--- src/rtl/pic_fetch.sv ---
// pic_fetch: program counter and instruction fetch stage feeding decode, with a 2-level call stack.
// Define PIC_STACK_ERR_EN to track stack depth and raise a sticky stack_err on overflow/underflow.
module pic_fetch #(
  parameter int                                 PIC_INSTR_WIDTH        = 12,
  parameter int                                 L2_PIC_INSTR_MEM_DEPTH = 9,
  parameter logic [L2_PIC_INSTR_MEM_DEPTH-1:0] RESET_VECTOR           = 9'h1FF,
  parameter logic [PIC_INSTR_WIDTH-1:0]        NOP_WORD               = 12'h000
) (
  input  logic                              clk,
  input  logic                              rst,
  input  logic                              en,
  output logic [L2_PIC_INSTR_MEM_DEPTH-1:0] imem_addr,
  input  logic [PIC_INSTR_WIDTH-1:0]        imem_rdata,
  output logic [PIC_INSTR_WIDTH-1:0]        instruction,
  output logic [L2_PIC_INSTR_MEM_DEPTH-1:0] instr_pc,
  output logic                              instr_valid,
  input  logic                              goto_enable,
  input  logic [L2_PIC_INSTR_MEM_DEPTH-1:0] goto_addr,
  input  logic                              call_enable,
  input  logic [L2_PIC_INSTR_MEM_DEPTH-2:0] call_addr,
  input  logic                              ret_enable,
  input  logic                              skip_req,
  output logic                              stack_err
);

  localparam int AW = L2_PIC_INSTR_MEM_DEPTH;
  localparam int IW = PIC_INSTR_WIDTH;

  logic [AW-1:0] pc_q, pc_d;
  logic [AW-1:0] rdata_pc_q, rdata_pc_d;
  logic          rdata_vld_q, rdata_vld_d;
  logic [IW-1:0] instr_q, instr_d;
  logic [AW-1:0] instr_pc_q, instr_pc_d;
  logic          valid_q, valid_d;
  logic [AW-1:0] ex_pc_q, ex_pc_d;
  logic [AW-1:0] stack0_q, stack0_d;
  logic [AW-1:0] stack1_q, stack1_d;
  logic [1:0]    squash_cnt_q, squash_cnt_d;
  logic          redirect;
  logic          squash_now;

  assign redirect    = en & (ret_enable | call_enable | goto_enable | skip_req);
  assign imem_addr   = pc_q;
  assign instruction = instr_q;
  assign instr_pc    = instr_pc_q;
  assign instr_valid = valid_q & ~redirect;

  always_comb begin
    pc_d         = pc_q;
    rdata_pc_d   = rdata_pc_q;
    rdata_vld_d  = rdata_vld_q;
    instr_d      = instr_q;
    instr_pc_d   = instr_pc_q;
    valid_d      = valid_q;
    ex_pc_d      = ex_pc_q;
    stack0_d     = stack0_q;
    stack1_d     = stack1_q;
    squash_cnt_d = squash_cnt_q;
    squash_now   = 1'b0;
    if (en) begin
      if (ret_enable) begin
        pc_d     = stack0_q;
        stack0_d = stack1_q;
      end else if (call_enable) begin
        pc_d     = {1'b0, call_addr};
        stack1_d = stack0_q;
        stack0_d = ex_pc_q + AW'(1);
      end else if (goto_enable) begin
        pc_d = goto_addr;
      end else if (skip_req) begin
        pc_d = ex_pc_q + AW'(2);
      end else begin
        pc_d = pc_q + AW'(1);
      end
      rdata_pc_d  = pc_q;
      rdata_vld_d = 1'b1;
      // Count 2 means the word now on imem_rdata was fetched before the redirect.
      squash_now  = redirect | (squash_cnt_q == 2'd2) | ~rdata_vld_q;
      valid_d     = ~squash_now;
      instr_d     = squash_now ? NOP_WORD : imem_rdata;
      instr_pc_d  = rdata_pc_q;
      ex_pc_d     = instr_pc_q;
      if (redirect)
        squash_cnt_d = 2'd2;
      else if (squash_cnt_q != 2'd0)
        squash_cnt_d = squash_cnt_q - 2'd1;
    end
  end

  always_ff @(posedge clk) begin
    if (!rst) begin
      pc_q         <= RESET_VECTOR;
      rdata_pc_q   <= '0;
      rdata_vld_q  <= 1'b0;
      instr_q      <= NOP_WORD;
      instr_pc_q   <= '0;
      valid_q      <= 1'b0;
      ex_pc_q      <= '0;
      stack0_q     <= '0;
      stack1_q     <= '0;
      squash_cnt_q <= 2'd0;
    end else begin
      pc_q         <= pc_d;
      rdata_pc_q   <= rdata_pc_d;
      rdata_vld_q  <= rdata_vld_d;
      instr_q      <= instr_d;
      instr_pc_q   <= instr_pc_d;
      valid_q      <= valid_d;
      ex_pc_q      <= ex_pc_d;
      stack0_q     <= stack0_d;
      stack1_q     <= stack1_d;
      squash_cnt_q <= squash_cnt_d;
    end
  end

`ifdef PIC_STACK_ERR_EN
  logic [1:0] depth_q, depth_d;
  logic       stack_err_q, stack_err_d;
  logic       err_event;

  always_comb begin
    depth_d     = depth_q;
    stack_err_d = stack_err_q;
    err_event   = 1'b0;
    if (en) begin
      if (ret_enable) begin
        if (depth_q == 2'd0) err_event = 1'b1;
        else                 depth_d   = depth_q - 2'd1;
      end else if (call_enable) begin
        if (depth_q == 2'd2) err_event = 1'b1;
        else                 depth_d   = depth_q + 2'd1;
      end
    end
    if (err_event) stack_err_d = 1'b1;
  end

  always_ff @(posedge clk) begin
    if (!rst) begin
      depth_q     <= 2'd0;
      stack_err_q <= 1'b0;
    end else begin
      depth_q     <= depth_d;
      stack_err_q <= stack_err_d;
`ifdef SIMULATION
      if (err_event) $error("pic_fetch: stack overflow/underflow at ex_pc %h", ex_pc_q);
`endif
    end
  end

  assign stack_err = stack_err_q;
`else
  assign stack_err = 1'b0;
`endif

endmodule

--- config.mk ---
export PLATFORM = sky130hd
export DESIGN_NAME = pic_fetch
export DESIGN_NICKNAME = d
export VERILOG_FILES = /design/src/rtl/pic_fetch.sv
export SDC_FILE = /design/constraint.sdc
export NUM_CORES = 1
export LEC_CHECK = 0
export CAP_MARGIN = 0
export CORE_MARGIN = 2
export CORE_UTILIZATION = 40
export CTS_CLUSTER_SIZE = 16
export DETAILED_ROUTE_END_ITERATION = 10
export HOLD_SLACK_MARGIN = 0.1
export PLACE_DENSITY = 0.71
export SLEW_MARGIN = 5
export SYNTH_ARGS = -nofsm -noshare
export SYNTH_HDL_FRONTEND = slang
export SYNTH_SLANG_ARGS = --single-unit
--- constraint.sdc ---
create_clock -name clk -period 1.6 [get_ports clk]
set_input_delay 0.16 -clock clk [delete_from_list [all_inputs] [get_ports clk]]
set_output_delay 0.16 -clock clk [all_outputs]
set_load 0.02 [all_outputs]
==> impl_metrics.tcl <==
set metrics [dict create \
    status "completed" \
    tritoncts "built" \
    grt_setup_unrepaired "no" \
    cts_buffers 9 \
    ys_warn_count 0 \
    cpPeakStageDelay_ns 0.46 \
    firstDrtPassIters 4 \
    endpoint_kind "output pin" \
    core-area_sq_um 8180 \
    arrival_ns 1.38 \
    final_antenna_net_count 0 \
    r2r-start "imem_addr[2]" \
    cts_setup_buffers 0 \
    synthCells 396 \
    cp_cell_sequence "clkdlybuf4s50_1 > nor4_4 > o21a_1 > clkdlybuf4s15_1" \
    yosysUniqueCellTypes 48 \
    htreeDepth 3 \
    routed_wl_mm 9.48 \
    syn_to_final_growth_pct 34.2 \
    clk_pin_slew_ns 0.08 \
    use_met1_pct 30.2 \
    leakagePower_nw 1.77 \
    top_usage_layer "met2" \
    dp_hpwl_mm 7.00 \
    r2r_end "imem_addr[6]" \
    io_pins 68 \
    syn_avg_cell_area_sq_um 8.47 \
    clockBufferDepth 2 \
    hold_viol 0 \
    synth_ff_type "dfxtp_1" \
    met2_usage_pct 32.5 \
    slew_violations 0 \
    drive_gt1_share_pct 12.9 \
    grt_pass1_vias 3109 \
    clk_latency_ns 0.34 \
    cp_slowest_cell "clkdlybuf4s50_1" \
    design_power_total_mw 3.99 \
    synth-async-reset-ratio_pct 0 \
    finalNonFillerCells 594 \
    antenna_found_initial 0 \
    fp.dieH_um 95.6 \
    port_buffers 66 \
    grt_pass1_wl_mm 15.3 \
    synthesis.area_sq_um 3350 \
    power_density_nw_per_um2 886 \
    ff2ff_path_depth 4 \
    num_vias 3218 \
    startpoint "skip_req" \
    insertedDiodeCount 0 \
    yosysSeqAreaShare_pct 41.8 \
    hold_slack_ns 0.332 \
    synth_edf_count 0 \
    cp-start-kind "primary input" \
    period_minus_slack_ns 1.54 \
    ir_worst_vdd_uv 502 \
    cts_root_buf "clkbuf_8" \
    synth_seq_cells 70 \
    crit_required_ns 1.44 \
    avgRoutedWirePerCell_um 16.0 \
    worstHoldStart "en" \
    dp.cells 578 \
    worstSetupPathType "primary input to output pin" \
    finalSetupViolCount 0 \
    gr-usage-met3_pct 6.25 \
    grt_overflow 0 \
    vias_per_cell 5.42 \
    hp-class "primary input to flip-flop" \
    worstPathMaxFanout 2 \
    finalCritPeriodShare_pct 96.2 \
    drc 0 \
    skew_ns 0.00594 \
    nets 525 \
    die_w_um 95.6 \
    drt-initial-drc-count 195 \
    grt_use_total_pct 21.9 \
    die_area_sq_um 9130 \
    syn-num-nets 437 \
    num_rows 33 \
    max_cap_viol_count 0 \
    cts.sinks 70 \
    critical_path.endpoint "instr_valid" \
    start_util_pct 41.0 \
    gp_congestion 0.905 \
    fmax_ghz 0.650 \
    rrSetupSlack_ns 0.08 \
    grt_max_degree 35 \
]
## cell usage after synthesis (all sizes together) (9+ instances only)
master,count,area (sq um)
nand2,39,146
buf,18,103
a21oi,22,110
mux2i,29,290
a22oi,12,90.1
xnor2,11,96.3
inv,11,41.3
nand3,9,45.0
nor2,59,221
clkbuf,12,46.3
dfxtp,70,1400
o21ai,14,70.1
## placed cells by master (no fill, tap or decap), types with 11 or more instances in the layout
| cell | netlist | routed |
|---|---|---|
| mux2i_1 | 29 | 29 |
| xnor2_1 | 11 | 11 |
| nand2_1 | 39 | 39 |
| nor2_1 | 59 | 59 |
| dfxtp_1 | 70 | 69 |
| buf_4 | 3 | 40 |
| a22oi_1 | 12 | 12 |
| o21ai_0 | 13 | 13 |
| a21oi_1 | 22 | 22 |
| clkdlybuf4s50_1 | 0 | 55 |
## kinds of logic (layout without fill, tap and decap cells)
kind of cell | after synthesis | after routing | synth area share [%]
other | 1 | 1 | 0.112
adder cells (fa/ha/maj) | 5 | 5 | 1.86
XOR/XNOR | 12 | 12 | 3.13
multiplexers | 29 | 29 | 8.65
AO/OA/AOI/OAI | 94 | 94 | 18.9
AND/OR/NAND/NOR | 144 | 144 | 19.9
buffers and inverters | 41 | 134 | 5.67
flip-flops | 70 | 70 | 41.8
## registers in the layout (all words and copies together), names as in the netlist
name	flops
instruction	12
ex_pc_q	9
imem_addr	9
instr_pc	9
rdata_pc_q	9
stack0_q	9
stack1_q	9
squash_cnt_q	2
rdata_vld_q	1
valid_q	1
## how the worst min path moves through the flow
stage	to	cells after the start
3_3_place_gp	rdata_vld_q	2
4_1_cts	rdata_vld_q	4
5_1_grt	rdata_vld_q	4
3_5_place_dp	stack1_q[3]	2
6_report	rdata_vld_q	4
2_1_floorplan	imem_addr[2]	2
## metrics by stage
stage               setup WS [ns]  utilization, %  cell area [sq um]  TNS (ns)
floorplan                  0.0478               -               3350         0
global placement           -0.254            52.8               4310     -4.78
detailed placement         -0.240            52.8               4310     -5.41
CTS                        0.0256            55.0               4500         0
global route             0.000798            55.1               4500         0
finish                     0.0604            55.1               4500         0
## area by class of cell
| class | count | area [sq um] |
|---|---|---|
| Clock buffer | 10 | 128 |
| Clock inverter | 6 | 71.3 |
| Fill cell | 784 | 3670 |
| Inverter | 11 | 41.3 |
| Multi-Input combinational cell | 285 | 1760 |
| Sequential cell | 70 | 1400 |
| Tap cell | 105 | 131 |
| Timing Repair Buffer | 107 | 965 |
## worst max-delay path, delay by kind of cell
family                 cells  cell delay, ns
buffers and inverters      2            0.77
AOI/OAI and AO/OA          1            0.14
and+or+nand+nor            1            0.30
## routing by layer
| layer | up-vias | share of wire (%) |
|---|---|---|
| li1 | 1568 | - |
| met1 | 1519 | 46 |
| met2 | 111 | 44 |
| met3 | 20 | 7.1 |
| met4 | 0 | 2.5 |
| met5 | - | 0 |
## repair_timing
action,in CTS,in global routing
gates cloned,0,0
endpoints found under the setup margin,10,4
resized for setup,10,3
hold buffers,0,0
## report_power, final
| group | leakage, nW | total, mW | internal, mW | switching (mW) |
|---|---|---|---|---|
| Sequential | 0.573 | 1.90 | 1.82 | 0.0818 |
| Combinational | 1.11 | 0.666 | 0.326 | 0.340 |
| Clock | 0.0931 | 1.42 | 0.730 | 0.691 |
Power figures use the tool's default switching activity.
